### config.mk
export PLATFORM = sky130hd
export DESIGN_NAME = msg_schedule_stream
export DESIGN_NICKNAME = d
export VERILOG_FILES = /design/src/rtl/msg_schedule_stream.sv
export SDC_FILE = /design/constraint.sdc
export NUM_CORES = 1
export LEC_CHECK = 0
export ABC_AREA = 1
export BUFFER_PORTS_ARGS = -buffer_cell sky130_fd_sc_hd__clkbuf_2
export CORE_UTILIZATION = 51
export CTS_CLUSTER_SIZE = 8
export DETAILED_ROUTE_END_ITERATION = 8
export PLACE_DENSITY_LB_ADDON = 0.3
export SLEW_MARGIN = 40
export SYNTH_ARGS = -nofsm -noshare
export SYNTH_HDL_FRONTEND = slang
export SYNTH_SLANG_ARGS = --single-unit
### constraint.sdc
create_clock -name clock -period 3.35 [get_ports clock]
set_input_delay 0.335 -clock clock [delete_from_list [all_inputs] [get_ports clock]]
set_output_delay 0.335 -clock clock [all_outputs]
set_load 0.01 [all_outputs]
### src/rtl/msg_schedule_stream.sv
// Streaming SHA-2 message-schedule expander: 16-word sliding window, one W[t] per cycle.
// Optional downstream back-pressure (wt_ready) is enabled by defining MSG_SCHED_STALL_EN.
module msg_schedule_stream #(
  parameter int WORD_W = 32,
  parameter int ROUNDS = 64
) (
  input  logic                       clock,
  input  logic                       reset,
  input  logic                       blk_valid,
  output logic                       blk_ready,
  input  logic [16*WORD_W-1:0]       blk_data,
  output logic                       wt_valid,
`ifdef MSG_SCHED_STALL_EN
  input  logic                       wt_ready,
`endif
  output logic [WORD_W-1:0]          wt_data,
  output logic [$clog2(ROUNDS)-1:0]  wt_index,
  output logic                       wt_last,
  output logic                       busy
);
  localparam int IDX_W = $clog2(ROUNDS);
  localparam logic [IDX_W-1:0] LAST_T = IDX_W'(ROUNDS - 1);
  localparam bit W64 = (WORD_W == 64);
  localparam int S0A = W64 ? 1  : 7;
  localparam int S0B = W64 ? 8  : 18;
  localparam int S0C = W64 ? 7  : 3;
  localparam int S1A = W64 ? 19 : 17;
  localparam int S1B = W64 ? 61 : 19;
  localparam int S1C = W64 ? 6  : 10;

  if (!(WORD_W == 32 || WORD_W == 64)) begin : g_bad_word_w
    $error("msg_schedule_stream: WORD_W must be 32 or 64");
  end
  if (ROUNDS < 16) begin : g_bad_rounds
    $error("msg_schedule_stream: ROUNDS must be >= 16");
  end

  typedef enum logic {IDLE, RUN} state_t;

  state_t                   r_state, w_state_nxt;
  logic [15:0][WORD_W-1:0]  r_win;
  logic [IDX_W-1:0]         r_t;
  logic                     w_accept, w_beat, w_rdy, w_last_t;
  logic [WORD_W-1:0]        w_s0, w_s1, w_new;

  function automatic logic [WORD_W-1:0] ror(input logic [WORD_W-1:0] x, input int n);
    return (x >> n) | (x << (WORD_W - n));
  endfunction

`ifdef MSG_SCHED_STALL_EN
  assign w_rdy = wt_ready;
`else
  assign w_rdy = 1'b1;
`endif

  // window[0]=W[t-16], window[1]=W[t-15], window[9]=W[t-7], window[14]=W[t-2]
  assign w_s0     = ror(r_win[1], S0A) ^ ror(r_win[1], S0B) ^ (r_win[1] >> S0C);
  assign w_s1     = ror(r_win[14], S1A) ^ ror(r_win[14], S1B) ^ (r_win[14] >> S1C);
  assign w_new    = w_s1 + r_win[9] + w_s0 + r_win[0];
  assign w_last_t = (r_t == LAST_T);

  always_comb begin
    w_state_nxt = r_state;
    blk_ready   = 1'b0;
    w_accept    = 1'b0;
    w_beat      = 1'b0;
    case (r_state)
      IDLE: begin
        blk_ready = !reset;
        w_accept  = blk_valid && !reset;
        if (w_accept) w_state_nxt = RUN;
      end
      RUN: begin
        w_beat = w_rdy;
        if (w_beat && w_last_t) w_state_nxt = IDLE;
      end
      default: w_state_nxt = IDLE;
    endcase
  end

  always_ff @(posedge clock) begin
    if (reset) begin
      r_state <= IDLE;
      r_win   <= '0;
      r_t     <= '0;
    end else begin
      r_state <= w_state_nxt;
      if (w_accept) begin
        for (int i = 0; i < 16; i++) r_win[i] <= blk_data[(16-i)*WORD_W-1 -: WORD_W];
        r_t <= '0;
      end else if (w_beat) begin
        r_win <= {w_new, r_win[15:1]};
        r_t   <= w_last_t ? '0 : r_t + 1'b1;
      end
    end
  end

  assign wt_valid = (r_state == RUN);
  assign busy     = (r_state == RUN);
  assign wt_data  = r_win[0];
  assign wt_index = r_t;
  assign wt_last  = (r_state == RUN) && w_last_t;

endmodule

# Yosys cells after proc, flatten, opt, wreduce, memory -nomap -nowiden
# Index checks and enable logic that the tools add are counted.
# W data, S select, Z words.
dict set report word_totals {
  inputBits 515
  out_inout_bits 42
  n_memories 0
  mem_bits_ro 0
  latchBits 0
  elab_cells 46
  reg_bits 519
  ram_bits 0
}
dict set report classes {
  n_addsub 4
  muxes 9
  bitwise 9
  shift 0
  eq_ne 1
  n_div 0
  n_reduce_logical 5
  magnitude_cmp 0
  n_mul 0
}
# cell n
set ops {}
lappend ops {{$mux W512} 2}
lappend ops {{$add A32 B32 Y32} 3}
lappend ops {{$xor A32 B32 Y32} 2}
lappend ops {{$or A13 B32 Y32} 1}
lappend ops {{$or A14 B32 Y32} 1}
lappend ops {{$or A15 B32 Y32} 1}
lappend ops {{$or A25 B32 Y32} 1}
lappend ops {{$xor A32 B22 Y32} 1}
lappend ops {{$xor A32 B29 Y32} 1}
lappend ops {{$add A6 B1 Y6 const B} 1}
lappend ops {{$eq A6 B6 Y1 const B} 1}
lappend ops {{$mux W6} 1}
lappend ops {{$mux W1} 5}
lappend ops {{$logic_and A1 B1 Y1} 2}
lappend ops {{$pmux W1 S2} 1}
lappend ops {{$reduce_bool A2 Y1} 1}
lappend ops {{$reduce_or A2 Y1} 1}
lappend ops {{$logic_not A1 Y1} 1}
lappend ops {{$not A1 Y1} 1}

# Logic depth before layout (Yosys ltp)
dict set report depth {
  depth_word 8
  mapped_depth 21
  depth_no_buf 20
}

# Least setup slack after synthesis
# OpenSTA, ideal clock, no wires.
dict set report synth_timing {
  path_kind {flip-flop to flip-flop}
  from {reg r_win[51] in the netlist's numbering}
  to {reg r_win[497] in the netlist's numbering}
  stages_incl_launch_ff 20
  required_ps 3222
  path_buffers 1
  setup_time_ps 128
  arrival_time_ps 3216
  slack_ps 6
  period_less_slack_ps 3344
  path_cell_list {dfxtp_1 > clkbuf_1 > xnor2_1 > xor2_1 > fa_1 > fa_1 > inv_1 > ha_1 > inv_1 > fa_1 > inv_1 > nand3_1 > nand3_1 > nand2_1 > nand2_1 > nand2_1 > nand3_1 > nand2_1 > o22ai_1 > a21oi_1}
}
dict set report synth_between {
  elab_chain_cells 7
  word_cells_on_any_way 8
  classes_between {add/sub: 2; mux: 2; bitwise: 4}
}
# item line_no
set synth_rtl {}
lappend synth_rtl {{start, declared} 41} ;# logic [15:0][WORD_W-1:0] r_win;
lappend synth_rtl {{start signal, assigned} 92} ;# r_win <= {w_new, r_win[15:1]};
lappend synth_rtl {{$or A14 B32 Y32 / $or A25 B32 Y32 (equally long branches)} 47} ;# return (x >> n) | (x << (WORD_W - n));
lappend synth_rtl {{$xor A32 B32 Y32} 57} ;# assign w_s0 = ror(r_win[1], S0A) ^ ror(r_win[1], S0B) ^ (r_win[1] >> S0C);
lappend synth_rtl {{$xor A32 B29 Y32 (*)} 57}
lappend synth_rtl {{$add A32 B32 Y32 (*) (2 in series)} 59} ;# assign w_new = w_s1 + r_win[9] + w_s0 + r_win[0];
lappend synth_rtl {{$mux W512 (*)} 91} ;# end else if (w_beat) begin
lappend synth_rtl {{$mux W512 (*)} 88} ;# if (w_accept) begin
# Every way passes the cells marked *; elsewhere a longest branch is shown, timed or not. The select of a mux whose other input is x is not followed.
# A chain may end at the register's enable or synchronous reset.

# Worst setup path after layout
dict set report layout_timing {
  from {reg r_win[42] in the netlist's numbering}
  to {reg r_win[490] in the netlist's numbering}
}
dict set report layout_between {
  elab_chain_cells 7
}
# item line_no
set layout_rtl {}
lappend layout_rtl {{$or A25 B32 Y32} 47}
lappend layout_rtl {{$xor A32 B32 Y32} 57}
lappend layout_rtl {{$xor A32 B29 Y32 (*)} 57}
lappend layout_rtl {{$add A32 B32 Y32 (*) (2 in series)} 59}
lappend layout_rtl {{$mux W512 (*)} 91}
lappend layout_rtl {{$mux W512 (*)} 88}
# Marked as above.

==> flow_summary.yaml <==
timing:
  fin_crit_sh_pct: 103
  fmax_mhz: 291
  worst_slack_ps: -91.4
  slew_viol_final: 0
  setup_viol: 9
  finalCriticalPeriod_ps: 3440
  finalHoldViolCount: 0
  fin_worst_skew_ps: 31.9
  rsz0062_at_grt: "yes"
  max_slew_margin_pct: 47.6
  worstMarginPinSlew_ps: 785
synth:
  synth_compound_area_share_pct: 8.95
  async_reset_ff_share_pct: 0
  ys_seq_elements: 519
  ys.flop_type: "dfxtp_1"
  synth_fa_ha_area_share_pct: 5.71
  netlist_area_sq_um: 28700
  seq_area_frac_synth_pct: 36.2
  synth_top_family_by_area: "simple AND/OR/NAND/NOR gates"
  synth_area_per_cell_sq_um: 6.64
  postSynthCellCount: 4324
  yosysWarnings: 0
  synthMuxAreaShare_pct: 0
  ys_types: 33
  synth_xor_xnor_area_share_pct: 4.15
  syn-num-nets: 4933
  yosys.area_share.simple_pct: 30.1
  synth_edf_count: 0
run_status:
  status: "finished, violations left"
  failed_checks: "setup timing"
floorplanning:
  die_area_sq_um: 57300
  pin_count: 557
  rows: 86
  start_util_pct: 51.8
  die_h_um: 239
  core_area_sq_um: 55400
  die_x_um: 239
routing:
  route.vias.total: 30100
  drt_iter0_markers: 2989
  drtPass1Iterations: 6
  vias_per_cell: 5.26
  antenna_left: 0
  wirelength_um: 112000
  route.detailed.drc: 0
  wl_per_cell_um: 19.6
clock_network:
  numCtsBuffers: 75
  root_buffer: "clkbuf_16"
  cts_sinks: 519
  clk_pin_slew_worst_paths_ps: 50
  cts_buffer_depth: 3
  h-tree-depth: 3
  insertion_delay_ps: 630
  cts_tree: "done"
global_routing:
  track_usage_pct: 38.2
  grt.overflow.total: 0
  grt_first_pass_wirelength_um: 163000
  grt_pass1_vias: 27800
  antenna_found_initial: 9
  grt_max_degree: 149
cells_and_area:
  layout.nets: 5554
  drive_gt1_share_pct: 20.7
  layout_common_cells: "nand2_1 (1586), inv_1 (717), clkbuf_2 (556)"
  final_common_cell: "nand2_1"
  syn_to_final_growth_pct: 27.8
  fin_area_sq_um: 36700
worst_hold_path:
  hold_start: "blk_data[436]"
  min_path_type: "primary input to flip-flop"
power_and_ir_drop:
  leakage_nw: 19.7
  peakVddDrop_mv: 0.391
  power_density_nw_per_um2: 607
critical_path:
  cp.required_ps: 3860
  rr_startpoint: "r_win[42]$_SDFFE_PP0P_"
  endpoint_kind: "flip-flop"
  arrival_ps: 3950
  critPathMaxFanout: 6
  setup.worst_path.class: "flip-flop to flip-flop"
  critPathLaunchType: "flip-flop"
  cp-startpoint: "r_win[42]$_SDFFE_PP0P_"
placed_design:
  place_hpwl_um: 82500
  pre_cts_slack_ps: -216
  port_buffers: 556
  post_dp_cell_area_sq_um: 32400
  gp_congestion: 0.964
run:
  max_cap_viol_count: 0
## registers in the layout, indices dropped and copies added, names as in the netlist
| register | cells |
|---|---|
| busy | 1 |
| r_win | 480 |
| wt_index | 6 |
| wt_data | 32 |
## stage by stage
step | util (%) | total power [mW] | cells | setup TNS, ps | hold WS [ps]
global route | 66.3 | 23.3 | 5708 | -3690 | 7.74
finish | 66.3 | 22.3 | 5711 | -456 | 14.4
floorplan | - | 11.1 | 4324 | 0 | 443
CTS | 65.1 | 21.6 | 5693 | -177 | 0.0710
detailed placement | 58.4 | 14.0 | 5491 | -4280 | 462
global placement | 58.4 | 14.0 | 5490 | -4320 | 457
## routing by layer
layer	track usage (%)	vias up	wire length, um
li1	-	14400	-
met5	0	-	34
met2	59.4	1515	50300
met3	8.01	313	11200
met4	20.2	6	6330
met1	49.8	13900	44100
## worst paths after layout
kind	endpoint	slack, ps	cells after the start
worst min register to register	r_win[507]$_SDFFE_PP0P_	470	2
worst min-delay path	r_win[84]$_SDFFE_PP0P_	10	5
worst max register to register	r_win[490]$_SDFFE_PP0P_	-90	17
worst max-delay path	r_win[490]$_SDFFE_PP0P_	-90	17
## cell families (layout without fill, tap and decap cells)
logic type | count (synthesis) | count (layout)
AO/OA/AOI/OAI | 351 | 351
XOR/XNOR | 136 | 136
adder cells (fa/ha/maj) | 94 | 94
buffers and inverters | 1037 | 1669
flip-flops | 519 | 519
other | 0 | 7
AND/OR/NAND/NOR | 2187 | 2187
## final cells by class
cell class | count | area [sq um]
clock inverter | 8 | 116
clock buffer | 80 | 1920
timing repair buffer | 848 | 5430
tap | 748 | 936
inverter | 733 | 2790
multi-input combinational | 2768 | 15100
sequential | 519 | 10400
fill | 4941 | 18700
antenna | 7 | 17.5
## critical path, cell delays in order, from the launching register on
cell and delay (ps):
dfxtp_1 390, xnor2_1 150, xor2_1 250, fa_1 470, fa_1 490, inv_1 40
ha_2 320, nand2_2 110, nand2_1 60, nand2_1 70, nand2_1 50, nand2_1 50
nand3b_1 200, buf_4 210, xor2_1 150, buf_4 130, o21ai_1 100, a21oi_1 70
## Yosys cell counts, types with 2 or more instances
cell type  count  area share [%]
nand3_1      317             5.5
o211ai_1     101             2.6
nand4_1        2           0.044
buf_4         57             1.5
buf_1         19            0.25
dfxtp_1      519              36
o221ai_1     118             3.6
xnor2_1       61             1.9
inv_1        729             9.5
clkbuf_1     110             1.4
inv_2          3           0.039
buf_6          4            0.16
xor2_1        75             2.3
o22ai_1        7            0.15
a211oi_2      11            0.48
or2_2          3           0.065
nand3b_1       2           0.052
nor3_1         7            0.12
nand2_1     1635              21
nor2_1       214             2.8
ha_1          32             1.4
fa_1          62             4.3
o21ai_0       50            0.87
a21oi_1       53            0.92
nand2_2        4           0.087
buf_2        114             2.0
o21bai_1       9            0.24
## where the power goes
group | leakage (nW) | internal (mW) | switching [mW]
Clock | 0.995 | 4.04 | 2.82
Combinational | 14.4 | 3.47 | 4.80
Sequential | 4.26 | 6.72 | 0.451
Total | 19.7 | 14.2 | 8.07
## timing repair
item | CTS | global route
pin swaps | 42 | 60
hold endpoints to repair | 113 | 0
resized for setup | 108 | 128
setup buffers | 1 | 10
hold buffers | 113 | 0
endpoints found under the setup margin | 27 | 27
No activity file was read; power rests on OpenSTA's default activity.
